==> config.mk <==
export PLATFORM = sky130hd
export DESIGN_NAME = mem_access_unit
export DESIGN_NICKNAME = d
export VERILOG_FILES = /design/src/rtl/mem_access_unit.sv
export SDC_FILE = /design/constraint.sdc
export NUM_CORES = 1
export LEC_CHECK = 0
export CORE_ASPECT_RATIO = 0.9
export CORE_UTILIZATION = 40
export CTS_CLUSTER_SIZE = 24
export DETAILED_ROUTE_END_ITERATION = 16
export DONT_BUFFER_PORTS = 1
export PLACE_DENSITY_LB_ADDON = 0.2
export SYNTH_ARGS = -nofsm -noshare
export SYNTH_HDL_FRONTEND = slang
export SYNTH_SLANG_ARGS = --single-unit
export TNS_END_PERCENT = 1
==> constraint.sdc <==
create_clock -name clk -period 5.1 [get_ports clk]
set_input_delay 1.02 -clock clk [delete_from_list [all_inputs] [get_ports clk]]
set_output_delay 1.02 -clock clk [all_outputs]
set_load 0.01 [all_outputs]
==> src/rtl/mem_access_unit.sv <==
// Load/store engine for a byte-addressed, big-endian, word-wide data memory.
// Optional MEM_ACCESS_STATS_EN adds saturating load/store/error counters.
module mem_access_unit #(
    parameter int ADDR_W    = 32,
    parameter int MEM_BYTES = 1024
) (
    input  logic              clk,
    input  logic              rst_n,
    input  logic              req_valid,
    output logic              req_ready,
    input  logic              req_write,
    input  logic [1:0]        req_size,
    input  logic              req_signed,
    input  logic [ADDR_W-1:0] req_addr,
    input  logic [31:0]       req_wdata,
    output logic              resp_valid,
    output logic [31:0]       resp_rdata,
    output logic              resp_err,
    output logic [ADDR_W-1:0] mem_addr,
    output logic [31:0]       mem_wdata,
    output logic              mem_we,
    input  logic [31:0]       mem_rdata
`ifdef MEM_ACCESS_STATS_EN
    ,
    output logic [15:0]       load_cnt,
    output logic [15:0]       store_cnt,
    output logic [15:0]       err_cnt
`endif
);

    typedef enum logic [1:0] {IDLE, READ, WRITE, RESP} state_t;

    localparam logic [ADDR_W:0] LIMIT = (ADDR_W+1)'(MEM_BYTES);

    state_t            state, state_d;
    logic [ADDR_W-1:0] addr_q;
    logic [1:0]        size_q;
    logic              sgn_q;
    logic              wr_q;
    logic [31:0]       wdata_q;
    logic [31:0]       word_q;
    logic [31:0]       rdata_q;
    logic              err_q;

    logic              accept;
    logic              bad;
    logic [ADDR_W:0]   nbytes;
    logic [1:0]        lane;
    logic [7:0]        rbyte;
    logic [15:0]       rhalf;
    logic [31:0]       load_val;
    logic [31:0]       merged;

    assign accept = req_valid && (state == IDLE);
    assign lane   = ~addr_q[1:0];

    always_comb begin
        nbytes = (ADDR_W+1)'(4);
        unique case (req_size)
            2'b00:   nbytes = (ADDR_W+1)'(1);
            2'b01:   nbytes = (ADDR_W+1)'(2);
            default: nbytes = (ADDR_W+1)'(4);
        endcase
    end

    // Range check is one bit wider so addresses near the top cannot wrap.
    assign bad = (req_size == 2'b11)
               || (req_size == 2'b01 && req_addr[0])
               || (req_size == 2'b10 && |req_addr[1:0])
               || ({1'b0, req_addr} + nbytes > LIMIT);

    always_comb begin
        rbyte    = mem_rdata[{lane, 3'b000} +: 8];
        rhalf    = addr_q[1] ? mem_rdata[15:0] : mem_rdata[31:16];
        load_val = mem_rdata;
        unique case (size_q)
            2'b00:   load_val = {{24{sgn_q & rbyte[7]}}, rbyte};
            2'b01:   load_val = {{16{sgn_q & rhalf[15]}}, rhalf};
            default: load_val = mem_rdata;
        endcase
    end

    always_comb begin
        merged = word_q;
        unique case (size_q)
            2'b00: merged[{lane, 3'b000} +: 8] = wdata_q[7:0];
            2'b01: begin
                if (addr_q[1]) merged[15:0] = wdata_q[15:0];
                else           merged[31:16] = wdata_q[15:0];
            end
            default: merged = wdata_q;
        endcase
    end

    always_comb begin
        state_d = state;
        unique case (state)
            IDLE: begin
                if (req_valid) begin
                    if (bad)                                 state_d = RESP;
                    else if (req_write && req_size == 2'b10) state_d = WRITE;
                    else                                     state_d = READ;
                end
            end
            READ:    state_d = wr_q ? WRITE : RESP;
            WRITE:   state_d = RESP;
            default: state_d = IDLE;
        endcase
    end

    always_ff @(posedge clk or negedge rst_n) begin
        if (!rst_n) state <= IDLE;
        else        state <= state_d;
    end

    always_ff @(posedge clk or negedge rst_n) begin
        if (!rst_n) begin
            addr_q  <= '0;
            size_q  <= '0;
            sgn_q   <= 1'b0;
            wr_q    <= 1'b0;
            wdata_q <= '0;
            word_q  <= '0;
            rdata_q <= '0;
            err_q   <= 1'b0;
        end else begin
            if (accept) begin
                addr_q  <= req_addr;
                size_q  <= req_size;
                sgn_q   <= req_signed;
                wr_q    <= req_write;
                wdata_q <= req_wdata;
                if (bad) begin
                    rdata_q <= '0;
                    err_q   <= 1'b1;
                end
            end
            if (state == READ) begin
                word_q <= mem_rdata;
                if (!wr_q) begin
                    rdata_q <= load_val;
                    err_q   <= 1'b0;
                end
            end
            if (state == WRITE) begin
                rdata_q <= '0;
                err_q   <= 1'b0;
            end
        end
    end

    // Bus outputs decode from state so an async reset drops them at once.
    assign req_ready  = (state == IDLE);
    assign resp_valid = (state == RESP);
    assign resp_rdata = rdata_q;
    assign resp_err   = err_q;
    assign mem_we     = (state == WRITE);
    assign mem_addr   = (state == READ || state == WRITE)
                      ? {addr_q[ADDR_W-1:2], 2'b00} : '0;
    assign mem_wdata  = (state == WRITE) ? merged : '0;

`ifdef MEM_ACCESS_STATS_EN
    always_ff @(posedge clk or negedge rst_n) begin
        if (!rst_n) begin
            load_cnt  <= '0;
            store_cnt <= '0;
            err_cnt   <= '0;
        end else if (state == RESP) begin
            if (err_q) begin
                if (err_cnt != 16'hFFFF) err_cnt <= err_cnt + 16'd1;
            end else if (wr_q) begin
                if (store_cnt != 16'hFFFF) store_cnt <= store_cnt + 16'd1;
            end else begin
                if (load_cnt != 16'hFFFF) load_cnt <= load_cnt + 16'd1;
            end
        end
    end
`endif

endmodule

==> results of run 1 <==
-- path summary, 6_finish.rpt --
check,startpoint,to,slack [ns],depth (start not counted)
max in group asynchronous,rst_n,resp_rdata[11],4.61,0
worst max-delay path,addr_q[0],mem_wdata[16],0.87,8
worst min-delay path,rst_n,resp_rdata[17],0.28,0
worst min register to register,addr_q[16],addr_q[16],0.47,2
worst max register to register,state[1],resp_rdata[19],1.94,7
min in group clk,addr_q[16],addr_q[16],0.47,2
-- layer usage --
layer | global-route usage, % | wire, um | part of all wire (%) | vias up
met4 | 8.05 | 565 | 2.2 | 2
met2 | 40.5 | 12200 | 48 | 283
met5 | 0 | 13 | 0.051 | -
li1 | - | - | - | 3082
met1 | 29.4 | 10000 | 39 | 3406
met3 | 10.1 | 2820 | 11 | 41
-- cells in the final DEF, fill, tap and decap left out, types with 9 or more instances in the layout --
cell / instances
nand2_1: 53
and3_1: 9
nor2_1: 20
nand3_1: 20
a32o_1: 16
a31o_1: 22
mux2i_1: 20
dfrtp_1: 134
a221oi_1: 23
clkbuf_16: 17
a31oi_1: 12
buf_4: 9
nor2b_1: 29
a21oi_1: 26
o31ai_1: 11
and2_1: 32
nand4_1: 12
ha_1: 12
inv_1: 28
o21ai_0: 30
mux2_2: 94
nand2b_1: 26
a211oi_1: 23
nor3_1: 14
-- power by group through the flow --
stage                     clock network, mW  logic (mW)  registers, mW
after global routing                   1.46        2.99           2.29
final                                  1.39        2.72           2.21
after global placement                    0        2.65           2.19
after floorplan                           0        2.26           1.96
after CTS                              1.41        2.73           2.21
after detailed placement                  0        2.72           2.23
-- worst max-delay path, delay by kind of cell (launching register included) --
| family | cells | cell delay, ns |
|---|---|---|
| and+or+nand+nor | 3 | 0.99 |
| buffers and inverters | 1 | 0.19 |
| AOI/OAI and AO/OA | 3 | 0.67 |
| adders and majority gates | 1 | 0.38 |
| DFF | 1 | 0.54 |
-- stage by stage --
stage,area [sq um],instances,utilization [%]
5_1_grt,9090,1065,45.1
2_1_floorplan,8300,831,-
3_3_place_gp,8430,1033,41.8
4_1_cts,9090,1065,45.1
3_5_place_dp,8430,1033,41.8
6_report,9100,1068,45.1
-- cell families after synthesis --
| logic type | after synthesis | share of synthesized area [%] |
|---|---|---|
| adders and majority gates | 13 | 2.05 |
| muxes | 114 | 15.2 |
| and+or+nand+nor | 249 | 16.6 |
| AOI/OAI and AO/OA | 223 | 20.3 |
| DFF | 135 | 40.7 |
| other | 1 | 0.0452 |
| buffers and inverters | 92 | 4.75 |
| xor gates and xnor gates | 3 | 0.317 |
-- layout make-up --
type | count | area, sq um
inverters | 30 | 113
flip-flops and latches | 135 | 3380
repair buffers | 9 | 67.6
fillers | 1912 | 11100
clock buffers | 18 | 439
multi-input cells | 604 | 4550
well taps | 255 | 319
clock inverters | 14 | 223
diodes | 3 | 7.51
-- state kept, by name (all words and copies together), names as in the netlist --
signal	count
wdata_q	32
size_q	2
state	2
word_q	32
sgn_q	1
addr_q	32
resp_rdata	32
resp_err	1
wr_q	1
==> results.md, run 1 <==
- Hold Crit Class: in -> async
- Critical Path AT: 3.21 ns
- Core area: 0.0202 sq mm
- Drt drc: 0
- Setup repair after global routing missed its margin: false
- Slowest CP cell: nor3_1
- Die W: 154 um
- Wire per inst: 24.0 um
- Starting Density: 41.1%
- Cts repair resizes: 0
- # setup viols final: 0
- CP Class: reg -> out
- Setup_tns: 0 ns
- Area contributors post-synth: dfrtp_1, mux2_2, nand2_1
- Clock buffers created by TritonCTS: 17
- Power Total: 6.32 mW
- CTS Root Cell: clkbuf_16
- Power per standard cell area: 695 mW/mm^2
- Routability cong.: 0.866
- Prevailing post-synth register cell: dfrtp_1
- Register area share after synthesis: 40.7%
- Min Hold Slack: 0.285 ns
- Crit end category: output pin
- CTS H-tree depth: 4
- VDD IR-drop max: 288 uV
- Dpl ws: 0.905 ns
- Initial drt markers: 537
- Vias: 6814
- Clk Latency, worst-skew pair: 0.43 ns
- CP peak stage delay: 0.71 ns
- Area leader, netlist: dfrtp_1
- Number of global-route vias before repair: 6863
- Cell variety after synth: 65
- IO Pins: 203
- Yosys reg bits: 135
- Share of power burned in registers: 35.0%
- Syn Std Cell Area: 0.00829 sq mm
- Combinational group share of total power: 43.1%
- Row cnt: 49
- I/O Buffers: 0
- DP HPWL: 18500 um
- Routed WL: 25600 um
- Pin count of the biggest net entering global routing: 136
- Slew headroom: 21.2%
- Max clock buf depth: 2
- Ys async rst share: 100%
- Sink Count: 135
- Die Y: 139 um
- Global-route wire length before repair: 40600 um
- Clk pwr share: 21.9%
- Post-CTS Setup Inserts: 0
- Static Leak: 3.64 nW
- Layout cells sized above 1: 18.0%
- Clock skew: 0.0102 ns
- CP Launch Type: flop
- Hold_buf cts: 0
- Most common cell in the synthesized netlist: dfrtp_1
- ANT nets after route: 0
- Status: finished, final reports clean
- Yosys warnings: 0
- Final hold viol count: 0
- Nets: 913
- Gate Count Post-Synth: 830
- CP required: 4.08 ns
- Worst-path clk slew: 0.06 ns
- Gr usage total: 24.7%
- Post-synth top area share: 40.7%
- Congestion Overflow GR: 0
- Fin crit period: 4.23 ns
- Critical Path Fanout Max: 9
- Period utilization: 83.0%
- Syn Area/Cell: 9.99 sq um
- Max Slew Vio Count: 0
- Cell-internal power: 3.65 mW
- Area delta synth->final: 9.69%
- Switching power: 2.67 mW
- Worst Max-Slew Pin Slew: 1.18 ns
- Switching Share: 42.3%
- Pre-antenna DRT Iters: 7
- CTS tree: built
- Initial antenna violation count: 4
- Number of max-cap violations: 0
- EDFF count, synth: 0
- Most frequent cells after synthesis: dfrtp_1, mux2_2, nand2_1
- F_max: 0.236 GHz
- Crit-path cells: inv_1, ha_1, nand2_1, nor3_1, a221oi_1, a211oi_1, a21oi_1, nor2b_1
- Die area: 0.0213 sq mm
- Vias per cell: 6.38
- Worst setup slack after layout: 0.866 ns
(Power assumes the default switching activity.)
==> run 2, diff against run 1 <==
==> constraint.sdc (replaced) <==
create_clock -name clk -period 3.41 [get_ports clk]
set_input_delay 0.682 -clock clk [delete_from_list [all_inputs] [get_ports clk]]
set_output_delay 0.682 -clock clk [all_outputs]
set_load 0.01 [all_outputs]
==> run 2 against run 1 <==
  * The run now ends with hold timing left
  * Routed wire length is 0.93% higher
  * Hold slack worse by 0.34 ns
  * Largest power group unchanged
  * Critical path depth rose by 2
  * First-iteration DRC count down 15%
  * Cell area grew 4.0%
  * Flip-flop and latch count stayed put
  * Total power is 54% higher
  * Non-clock buffer count is 46 higher
  * Cell count grew 4.0%
  * Worst setup slack worse by 0.71 ns
==> results.md, run 2 (synthesized netlist as in run 1, its figures left out) <==
- Status: complete, but fails checks
- Failing checks: hold timing
- CP peak stage delay: 0.38 ns
- Critical Path AT: 2.57 ns
- VDD IR-drop max: 365 uV
- Number of max-cap violations: 0
- Period utilization: 95.4%
- Routed WL: 25900 um
- CP Launch Point: addr_q[0]
- Static Leak: 3.88 nW
- Setup_tns: 0 ns
- Nets: 959
- Congestion Overflow GR: 0
- Clock skew: 0.0143 ns
- Number of global-route vias before repair: 6803
- CTS H-tree depth: 4
- Layout cells sized above 1: 23.1%
- I/O Buffers: 0
- Crit-path cells: inv_1, ha_1, clkinvlp_4, nor4_2, buf_4, a221oi_1, a211oi_1, a21oi_1, nor2b_1, buf_4
- Vias: 6960
- Drt drc: 0
- Power per standard cell area: 1030 mW/mm^2
- Area delta synth->final: 14.0%
- F_max: 0.307 GHz
- CP Launch Type: flop
- Sink Count: 135
- Initial antenna violation count: 2
- Crit end category: output pin
- Row cnt: 49
- Worst path most repeated cell: buf_4
- Reg2reg setup slack: 0.93 ns
- Die area: 0.0213 sq mm
- Die W: 154 um
- ANT nets after route: 0
- Max clock buf depth: 2
- Critical Path Fanout Max: 9
- Min Hold Slack: -0.0585 ns
- IO Pins: 203
- RR Startpoint: addr_q[1]
- Routability cong.: 0.844
- Vias per cell: 6.26
- Slew headroom: 32.8%
- Gr usage total: 24.8%
- Clk Latency, worst-skew pair: 0.44 ns
- Slowest CP cell: dfrtp_1
- Setup repair after global routing missed its margin: true
- CP required: 2.73 ns
- Clock buffers created by TritonCTS: 17
- Starting Density: 41.1%
- Die Y: 139 um
- FILL cells: 1860
- Reg2reg end: resp_rdata[27]
- DP HPWL: 19000 um
- Most frequent cells in the layout: dfrtp_1, mux2_2, nand2_1, buf_4, and2_1
- Wire per inst: 23.3 um
- # setup viols final: 0
- Max Slew Vio Count: 0
- CTS tree: built
- Hold Crit Class: in -> async
- Pin count of the biggest net entering global routing: 136
- CTS Root Cell: clkbuf_16
- Initial drt markers: 457
- Worst Max-Slew Pin Slew: 1.00 ns
- Depth of the most critical reg-to-reg path: 10
- CP Class: reg -> out
- Commonest non-fill, non-tap cell in the layout: dfrtp_1
- Post-layout util: 46.9%
- Worst-path clk slew: 0.06 ns
- Crit path to: mem_wdata[31]
- Fin crit period: 3.25 ns
- Pre-antenna DRT Iters: 5
- Power Total: 9.73 mW
- Global-route wire length before repair: 40200 um
- Final hold viol count: 135
- Core area: 0.0202 sq mm
[run 2: metrics by stage]
stage / setup slack, ns / area, sq um / instances / hold slack, ns
after global routing: -0.0407 / 9450 / 1109 / -0.0806
after detailed placement: -0.138 / 8800 / 1078 / 0.394
after CTS: 0.0326 / 9420 / 1108 / -0.0668
after global placement: -0.0746 / 8800 / 1078 / 0.393
after floorplan: -0.152 / 8310 / 831 / 0.386
final: 0.156 / 9460 / 1111 / -0.0585
[run 2: layout make-up]
cell class / instances / area, sq um / area share (%)
multi-input combinational: 604 / 4580 / 48.5
sequential: 135 / 3380 / 35.7
timing repair buffer: 55 / 438 / 4.63
antenna: 2 / 5.00 / 0.0529
clock inverter: 12 / 176 / 1.87
inverter: 30 / 116 / 1.23
clock buffer: 18 / 439 / 4.64
tap: 255 / 319 / 3.37
[run 2: what timing repair did]
action / in CTS / in global routing
pin swaps: 0 / 2
setup endpoints to repair: 1 / 17
resized for setup: 1 / 6
gates cloned: 0 / 0
hold endpoints to repair: 135 / 135
buffers inserted: 0 / 1
[run 2: critical path, delay by kind of cell, from the launching register on]
kind,cells,cell delay (ns)
adder cells (fa/ha/maj),1,0.24
flip-flops,1,0.38
buffers and inverters,4,0.73
AND/OR/NAND/NOR,2,0.37
AO/OA/AOI/OAI,3,0.42
[run 2: per-layer routing]
metal	vias to the layer above	share of wire (%)	global-route usage, %
met5	-	0	0
met4	0	2.7	9.32
met3	45	9.4	9.63
met2	277	47	39.1
met1	3476	41	30.6
li1	3162	-	-
[run 2: how the worst min path moves through the flow]
stage / from / endpoint / cells after the start
finish: rst_n / resp_rdata[20] / 0
global placement: rst_n / resp_rdata[18] / 0
global route: rst_n / word_q[27] / 0
detailed placement: rst_n / resp_rdata[20] / 0
CTS: rst_n / resp_rdata[17] / 0
floorplan: rst_n / addr_q[0] / 0
[run 2: where the power goes]
| group | switching [mW] | total (mW) | leakage, nW | internal (mW) |
|---|---|---|---|---|
| clock | 0.725 | 1.96 | 0.298 | 1.23 |
| sequential | 0.842 | 3.25 | 1.66 | 2.40 |
| combinational | 2.48 | 4.53 | 1.92 | 2.04 |
